--- src/rtl/uart_tx_fifo_sender.sv ---
// Circular byte FIFO feeding a UART transmitter one byte at a time.
// Each pop raises a one-cycle start pulse; the next pop waits until the transmitter's busy flag settles.
module uart_tx_fifo_sender #(
    parameter int DEPTH        = 8,
    parameter int ADDR_W       = 3,
    parameter int BUSY_TIMEOUT = 4
) (
    input  logic              clk,
    input  logic              reset,
    input  logic              i_push,
    input  logic [7:0]        i_push_data,
    output logic              o_full,
    output logic              o_empty,
    output logic [ADDR_W:0]   o_count,
    output logic              o_overflow,
    input  logic              i_tx_busy,
    output logic [7:0]        o_tx_data,
    output logic              o_tx_start
);

    localparam int TW = (BUSY_TIMEOUT > 1) ? $clog2(BUSY_TIMEOUT) : 1;
    localparam logic [TW-1:0] TMO_LAST = TW'(BUSY_TIMEOUT - 1);

    typedef enum logic [1:0] {IDLE, START, WAIT_BUSY, WAIT_DONE} state_t;

    logic [7:0]        mem [DEPTH];
    logic [ADDR_W-1:0] wr_ptr;
    logic [ADDR_W-1:0] rd_ptr;
    logic [ADDR_W:0]   count;
    state_t            state;
    state_t            state_nxt;
    logic [TW-1:0]     tmo;
    logic [TW-1:0]     tmo_nxt;
    logic              push_ok;
    logic              pop;

    assign o_count = count;
    assign o_full  = (count == (ADDR_W+1)'(DEPTH));
    assign o_empty = (count == '0);
    assign push_ok = i_push && !o_full;

    always_comb begin
        state_nxt = state;
        tmo_nxt   = tmo;
        pop       = 1'b0;
        case (state)
            IDLE: begin
                if (!o_empty && !i_tx_busy) begin
                    pop       = 1'b1;
                    state_nxt = START;
                end
            end
            START: begin
                tmo_nxt   = '0;
                state_nxt = i_tx_busy ? WAIT_DONE : WAIT_BUSY;
            end
            WAIT_BUSY: begin
                // A transmitter that never raises busy must not stall the queue.
                if (i_tx_busy)
                    state_nxt = WAIT_DONE;
                else if (tmo == TMO_LAST)
                    state_nxt = IDLE;
                else
                    tmo_nxt = tmo + 1'b1;
            end
            WAIT_DONE: begin
                if (!i_tx_busy)
                    state_nxt = IDLE;
            end
            default: state_nxt = IDLE;
        endcase
    end

    always_ff @(posedge clk or posedge reset) begin
        if (reset) begin
            state      <= IDLE;
            tmo        <= '0;
            rd_ptr     <= '0;
            o_tx_start <= 1'b0;
            o_tx_data  <= 8'h00;
        end else begin
            state      <= state_nxt;
            tmo        <= tmo_nxt;
            o_tx_start <= pop;
            if (pop) begin
                o_tx_data <= mem[rd_ptr];
                rd_ptr    <= rd_ptr + 1'b1;
            end
        end
    end

    always_ff @(posedge clk) begin
        if (push_ok)
            mem[wr_ptr] <= i_push_data;
    end

    always_ff @(posedge clk or posedge reset) begin
        if (reset) begin
            wr_ptr     <= '0;
            count      <= '0;
            o_overflow <= 1'b0;
        end else begin
            if (push_ok)
                wr_ptr <= wr_ptr + 1'b1;
            if (i_push && o_full)
                o_overflow <= 1'b1;
            case ({push_ok, pop})
                2'b10:   count <= count + 1'b1;
                2'b01:   count <= count - 1'b1;
                default: count <= count;
            endcase
        end
    end

endmodule

--- config.mk ---
export PLATFORM = sky130hd
export DESIGN_NAME = uart_tx_fifo_sender
export DESIGN_NICKNAME = d
export VERILOG_FILES = /design/src/rtl/uart_tx_fifo_sender.sv
export SDC_FILE = /design/constraint.sdc
export NUM_CORES = 1
export LEC_CHECK = 0
export CORE_MARGIN = 2
export CORE_UTILIZATION = 50
export DETAILED_ROUTE_END_ITERATION = 8
export HOLD_SLACK_MARGIN = 0.1
export PLACE_DENSITY = 0.68
export SLEW_MARGIN = 25
export SYNTH_ARGS = -nofsm -noshare
export SYNTH_HDL_FRONTEND = slang
export SYNTH_SLANG_ARGS = --single-unit
export TNS_END_PERCENT = 100
--- constraint.sdc ---
create_clock -name clk -period 3.52 [get_ports clk]
set_input_delay 0.352 -clock clk [delete_from_list [all_inputs] [get_ports clk]]
set_output_delay 0.352 -clock clk [all_outputs]
set_load 0.01 [all_outputs]
# Yosys cells after proc, flatten, opt, wreduce, memory -nomap -nowiden
# Memories as Yosys holds them, arrays and structs flattened. A register that Yosys moved wholly into a read port is not among the register bits.
# Cells that the tools add are included.
[word_totals]
regBits = 16
ramBits = 64
input_bits = 12
out_inout_bits = 16
n_memories = 1
[mem_list]
columns = ["memory", "depth", "width", "rd", "rd_ports_with_merged_regs", "write_ports", "line", "source"]
rows = [
  ["mem", 8, 8, 1, 1, 1, "26", "logic [7:0] mem [DEPTH];"],
]
[op_classes]
addsub = 5
eq_ne = 12
muxes = 14
reduce_logical = 12
[op_table]
columns = ["operator", "n"]
rows = [
  ["$mux W2", 6],
  ["$eq A2 B2 Y1 const B", 4],
  ["$ne A2 B2 Y1 const B", 4],
  ["$pmux W2 S4", 1],
  ["$pmux W4 S2", 1],
  ["$add A3 B1 Y3 const B", 2],
  ["$reduce_and A3 Y1", 2],
  ["$mux W1", 5],
  ["$add A4 B1 Y4 const B", 1],
  ["$eq A2 B1 Y1 const B", 2],
  ["$eq A4 B4 Y1 const B", 1],
  ["$logic_not A4 Y1", 1],
  ["$pmux W2 S2", 1],
  ["$reduce_bool A2 Y1", 2],
  ["$sub A4 B1 Y4 const B", 1],
  ["$logic_and A1 B1 Y1", 3],
  ["$logic_not A1 Y1", 3],
  ["$ne A3 B3 Y1 const B", 1],
  ["$add A2 B1 Y2 const B", 1],
  ["$logic_not A2 Y1", 1],
]

# Logic depth before layout (Yosys ltp)
[logic_depth]
word_depth = 7
depth_mapped = 11
depth_no_buf = 10

# Worst setup path before layout
# No wires, ideal clock.
[synth_timing]
kind = "register -> register"
start = "register count[1] (netlist: o_count[1])"
end = "register count[2] (netlist: o_count[2])"
t_arrival_ns = 2.250
required_time_ns = 3.387
setup_slack_ns = 1.137
stages_incl_launch_ff = 12
path_buffers = 1
synth_period_minus_slack_ns = 2.383
cell_sequence = "dfrtp_1 > buf_2 > nor4b_2 > nor2b_1 > inv_1 > ha_1 > xor2_1 > ha_1 > a21oi_1 > xor2_1 > nor2_1 > xor2_1"
[synth_via]
elab_cells_between_ends = 14
cone_classes = "add/sub (2); eq/ne (3); mux (3); reduce/logical (6)"
[synth_lines]
columns = ["item", "line", "source"]
rows = [
  ["start, declared", "29", "logic [ADDR_W:0] count;"],
  ["start signal, assigned", "108", "2'b10: count <= count + 1'b1;"],
  ["start signal, assigned", "109", "2'b01: count <= count - 1'b1;"],
  ["start signal, assigned", "110", "default: count <= count;"],
  ["$eq A4 B4 Y1 *", "38", "assign o_full = (count == (ADDR_W+1)'(DEPTH));"],
  ["via o_full", "12", "output logic o_full,"],
  ["$logic_not A1 Y1 *", "40", "assign push_ok = i_push && !o_full;"],
  ["$logic_and A1 B1 Y1 *", "40", ""],
  ["$eq A2 B1 Y1 or $eq A2 B2 Y1 (tied branches)", "107", "case ({push_ok, pop})"],
  ["$pmux W4 S2 or $reduce_bool A2 Y1 (tied branches)", "-", ""],
]
# Mark *: on every way through the listed nets, which the timed path passes. The rest lies on a longest branch.
# A chain may end at the register's enable or synchronous reset.

# Worst setup path after layout
[layout_timing]
start = "register count[1] (netlist: o_count[1])"
end = "register count[2] (netlist: o_count[2])"
[layout_via]
elab_chain_cells = 7
elab_cells_between_ends = 14
cone_classes = "add/sub (2); eq/ne (3); mux (3); reduce/logical (6)"
[layout_rtl]
columns = ["item", "line", "source"]
rows = [
  ["$logic_not A4 Y1 *", "39", "assign o_empty = (count == '0);"],
  ["$logic_not A1 Y1 *", "48", "if (!o_empty && !i_tx_busy) begin"],
  ["$logic_and A1 B1 Y1 *", "48", ""],
  ["$mux W1 *", "48", ""],
  ["$mux W1 *", "46", "case (state)"],
  ["via pop", "35", "logic pop;"],
  ["$eq A2 B1 Y1 or $eq A2 B2 Y1 (tied branches)", "107", ""],
  ["$pmux W4 S2 or $reduce_bool A2 Y1 (tied branches)", "-", ""],
]
# Marked as above.

==> impl_metrics.toml <==
[outcome]
status = "finished, final reports clean"

[detailed_routing]
viasPerCell = 5.22
drtIter0Drc = 114
wirelength_mm = 5.82
drt_first_pass_iters = 4
via_count = 1815
routedWlPerCell_um = 16.7
drc = 0
ant_nets = 0

[floorplan]
start_util_pct = 51.9
core_area_um2 = 6790
io_pins = 28
num_rows = 30
dieArea_um2 = 7740
die_w_um = 88.0
fp.dieH_um = 88.0

[setup_path]
critical_path_buf_inv_count = 1
crit_type = "reg -> reg"
cpPeakStageDelay_ns = 0.52
startpoint_type = "flip-flop"
crit_fanout = 9
crit_slowest_cell = "dfrtp_1"
worst_path_dominant_cell_family = "simple AND/OR/NAND/NOR gates"
path_cells = "nor4_2, or4_1, inv_1, ha_1, xor2_1, ha_1, a21oi_1, xor2_1, nor2_1, xor2_1"
critPathRequiredTime_ns = 3.75
worst_setup_path_end_kind = "flip-flop"
reg2reg_depth = 10
critical_path_depth = 10
crit_top_cell = "xor2_1"
critPathArrivalTime_ns = 2.60

[synth]
synth_edf_count = 64
async_reset_ff_share_pct = 27.3
syn-cell-area_um2 = 3530
ys.warnings.count = 0
syn_inst = 208
synth_top_flop_cell = "edfxtp_1"
yosys_register_bits = 88
synth_nets = 226
yosysSeqAreaShare_pct = 71.5
syn_area_per_cell_um2 = 17.0
synth.distinct_cells = 31

[power]
power_leakage_nw = 1.50
vdd_drop_max_uv = 474
p_int_mw = 2.30
netSwitchingFraction_pct = 29.5
total_power_mw = 3.26
cellPowerDensity_nw_per_um2 = 785
p_seq_share_pct = 47.9
clock_power_share_pct = 22.5
combPwrFrac_pct = 29.6
net-switching-power_uw = 963

[run]
drv_cap = 0

[final_layout]
drive_above_1_share_pct = 17.5
fin_nets = 265
fillers = 517
area_delta_synth_final_pct = 17.8
num_antenna_cells = 0
seqCellArea_um2 = 2520
multi_input_area_um2 = 945

[clock_network]
clk_latency_ns = 0.35
clkSinkCount = 88
hold_buffers = 0
post-cts-setup-buffer-count = 0
htree_levels = 3
cts_buffer_depth = 2
clk_pin_slew_ns = 0.08
numCtsBuffers = 9
root_buffer = "clkbuf_8"
post_cts_resized = 0
cts_tree = "done"

[sta]
rsz0062_at_grt = "no"
worst_slew_pin_slew_ns = 0.909
drv_slew = 0
fin_skew_ns = 0.00965
finalSetupViolCount = 0
hold_viol = 0
post-route-period-util_pct = 67.3
fin_setup_tns_ns = 0
max_clock_freq_mhz = 422
max_slew_margin_pct = 39.0
setup_slack_ns = 1.15
fin_crit_ns = 2.37

[grt]
track_usage_pct = 17.3
grt_pass1_wl_mm = 9.36
antenna_found_initial = 0
grt_max_degree = 25
grt-ovfl-total = 0
grt_pass1_vias = 1814

[placement]
pre_cts_ws_ns = 0.803
port_buffers = 27
hpwlAfterDp_mm = 3.71
place.gp.congestion = 0.712

[worst_hold_path]
hold_class = "in -> async"
[final cells by class]
class,count,area share [%]
clock buffer,11,3.16
clock inverter,5,1.96
inverter,3,0.271
multi-input combinational,108,22.7
sequential,88,60.7
tap,96,2.89
timing repair buffer,37,8.31
[per-layer routing]
layer  share of wire [%]  GRT usage [%]  wire length, µm
met3                 3.1           4.43              182
met1                  44           21.6             2560
met2                  51           28.3             2980
met5                   0              0                0
met4                 1.7           8.25               98
[cells in the mapped netlist (3+ instances only)]
| library cell | instances | area [µm²] |
|---|---|---|
| edfxtp_1 | 64 | 1920 |
| nand2_1 | 25 | 93.8 |
| dfrtp_1 | 24 | 601 |
| mux4_2 | 16 | 360 |
| nor2_1 | 12 | 45.0 |
| mux2i_1 | 8 | 80.1 |
| o21ai_1 | 8 | 40.0 |
| ha_1 | 6 | 75.1 |
| xnor2_1 | 5 | 43.8 |
| buf_2 | 4 | 20.0 |
| nand2b_1 | 4 | 25.0 |
| o21ai_0 | 4 | 20.0 |
| inv_1 | 3 | 11.3 |
| xor2_1 | 3 | 26.3 |
[path summary, 6_finish.rpt]
kind / start / to / slack, ns
max: o_count[1] / o_count[2] / 1.15
min: reset / o_count[2] / 0.40
max reg2reg: o_count[1] / o_count[2] / 1.15
min reg2reg: o_overflow / o_overflow / 0.46
max in group asynchronous: reset / o_tx_data[3] / 2.70
min in group clk: o_overflow / o_overflow / 0.46
[flip-flops by register name (all words and copies together), names as in the netlist]
| register | flops |
|---|---|
| mem | 64 |
| o_count | 4 |
| o_overflow | 1 |
| o_tx_data | 8 |
| o_tx_start | 1 |
| rd_ptr | 3 |
| state | 2 |
| tmo | 2 |
| wr_ptr | 3 |
[stage by stage]
stage               instance area (µm²)  util (%)  hold slack, ns  instances
finish                             4160      61.2           0.397        348
global placement                   3940      58.0           0.438        332
detailed placement                 3940      58.0           0.447        332
global route                       4160      61.2           0.433        348
CTS                                4160      61.2           0.466        348
floorplan                          3530         -           0.367        208
[power groups by stage]
stage / Combinational (mW) / Clock, mW / Sequential, mW
final: 0.965 / 0.736 / 1.56
after global placement: 0.973 / 0 / 1.58
after global routing: 1.08 / 0.796 / 1.60
after floorplan: 0.694 / 0 / 1.52
after detailed placement: 0.987 / 0 / 1.59
after CTS: 0.987 / 0.755 / 1.57
[cells in the final DEF, fill, tap and decap left out, types with 4 or more instances in the layout]
cell	n
mux2i_1	8
clkbuf_8	9
buf_4	10
mux4_2	16
o21ai_1	8
nand2_1	25
ha_1	6
dfrtp_1	24
nor2_1	12
xnor2_1	5
edfxtp_1	64
nand2b_1	4
clkdlybuf4s50_1	27
o21ai_0	4
[cell families (layout without fill, tap and decap cells)]
logic type	count (synthesis)	count (layout)	share of synthesized area, %
buffers and inverters	12	56	1.74
AO/OA/AOI/OAI	19	19	3.05
AND/OR/NAND/NOR	49	49	6.49
XOR/XNOR	8	8	1.99
adder cells (fa/ha/maj)	6	6	2.13
multiplexers	26	26	13.1
flip-flops	88	88	71.5
No activity file was read; power rests on OpenSTA's default activity.
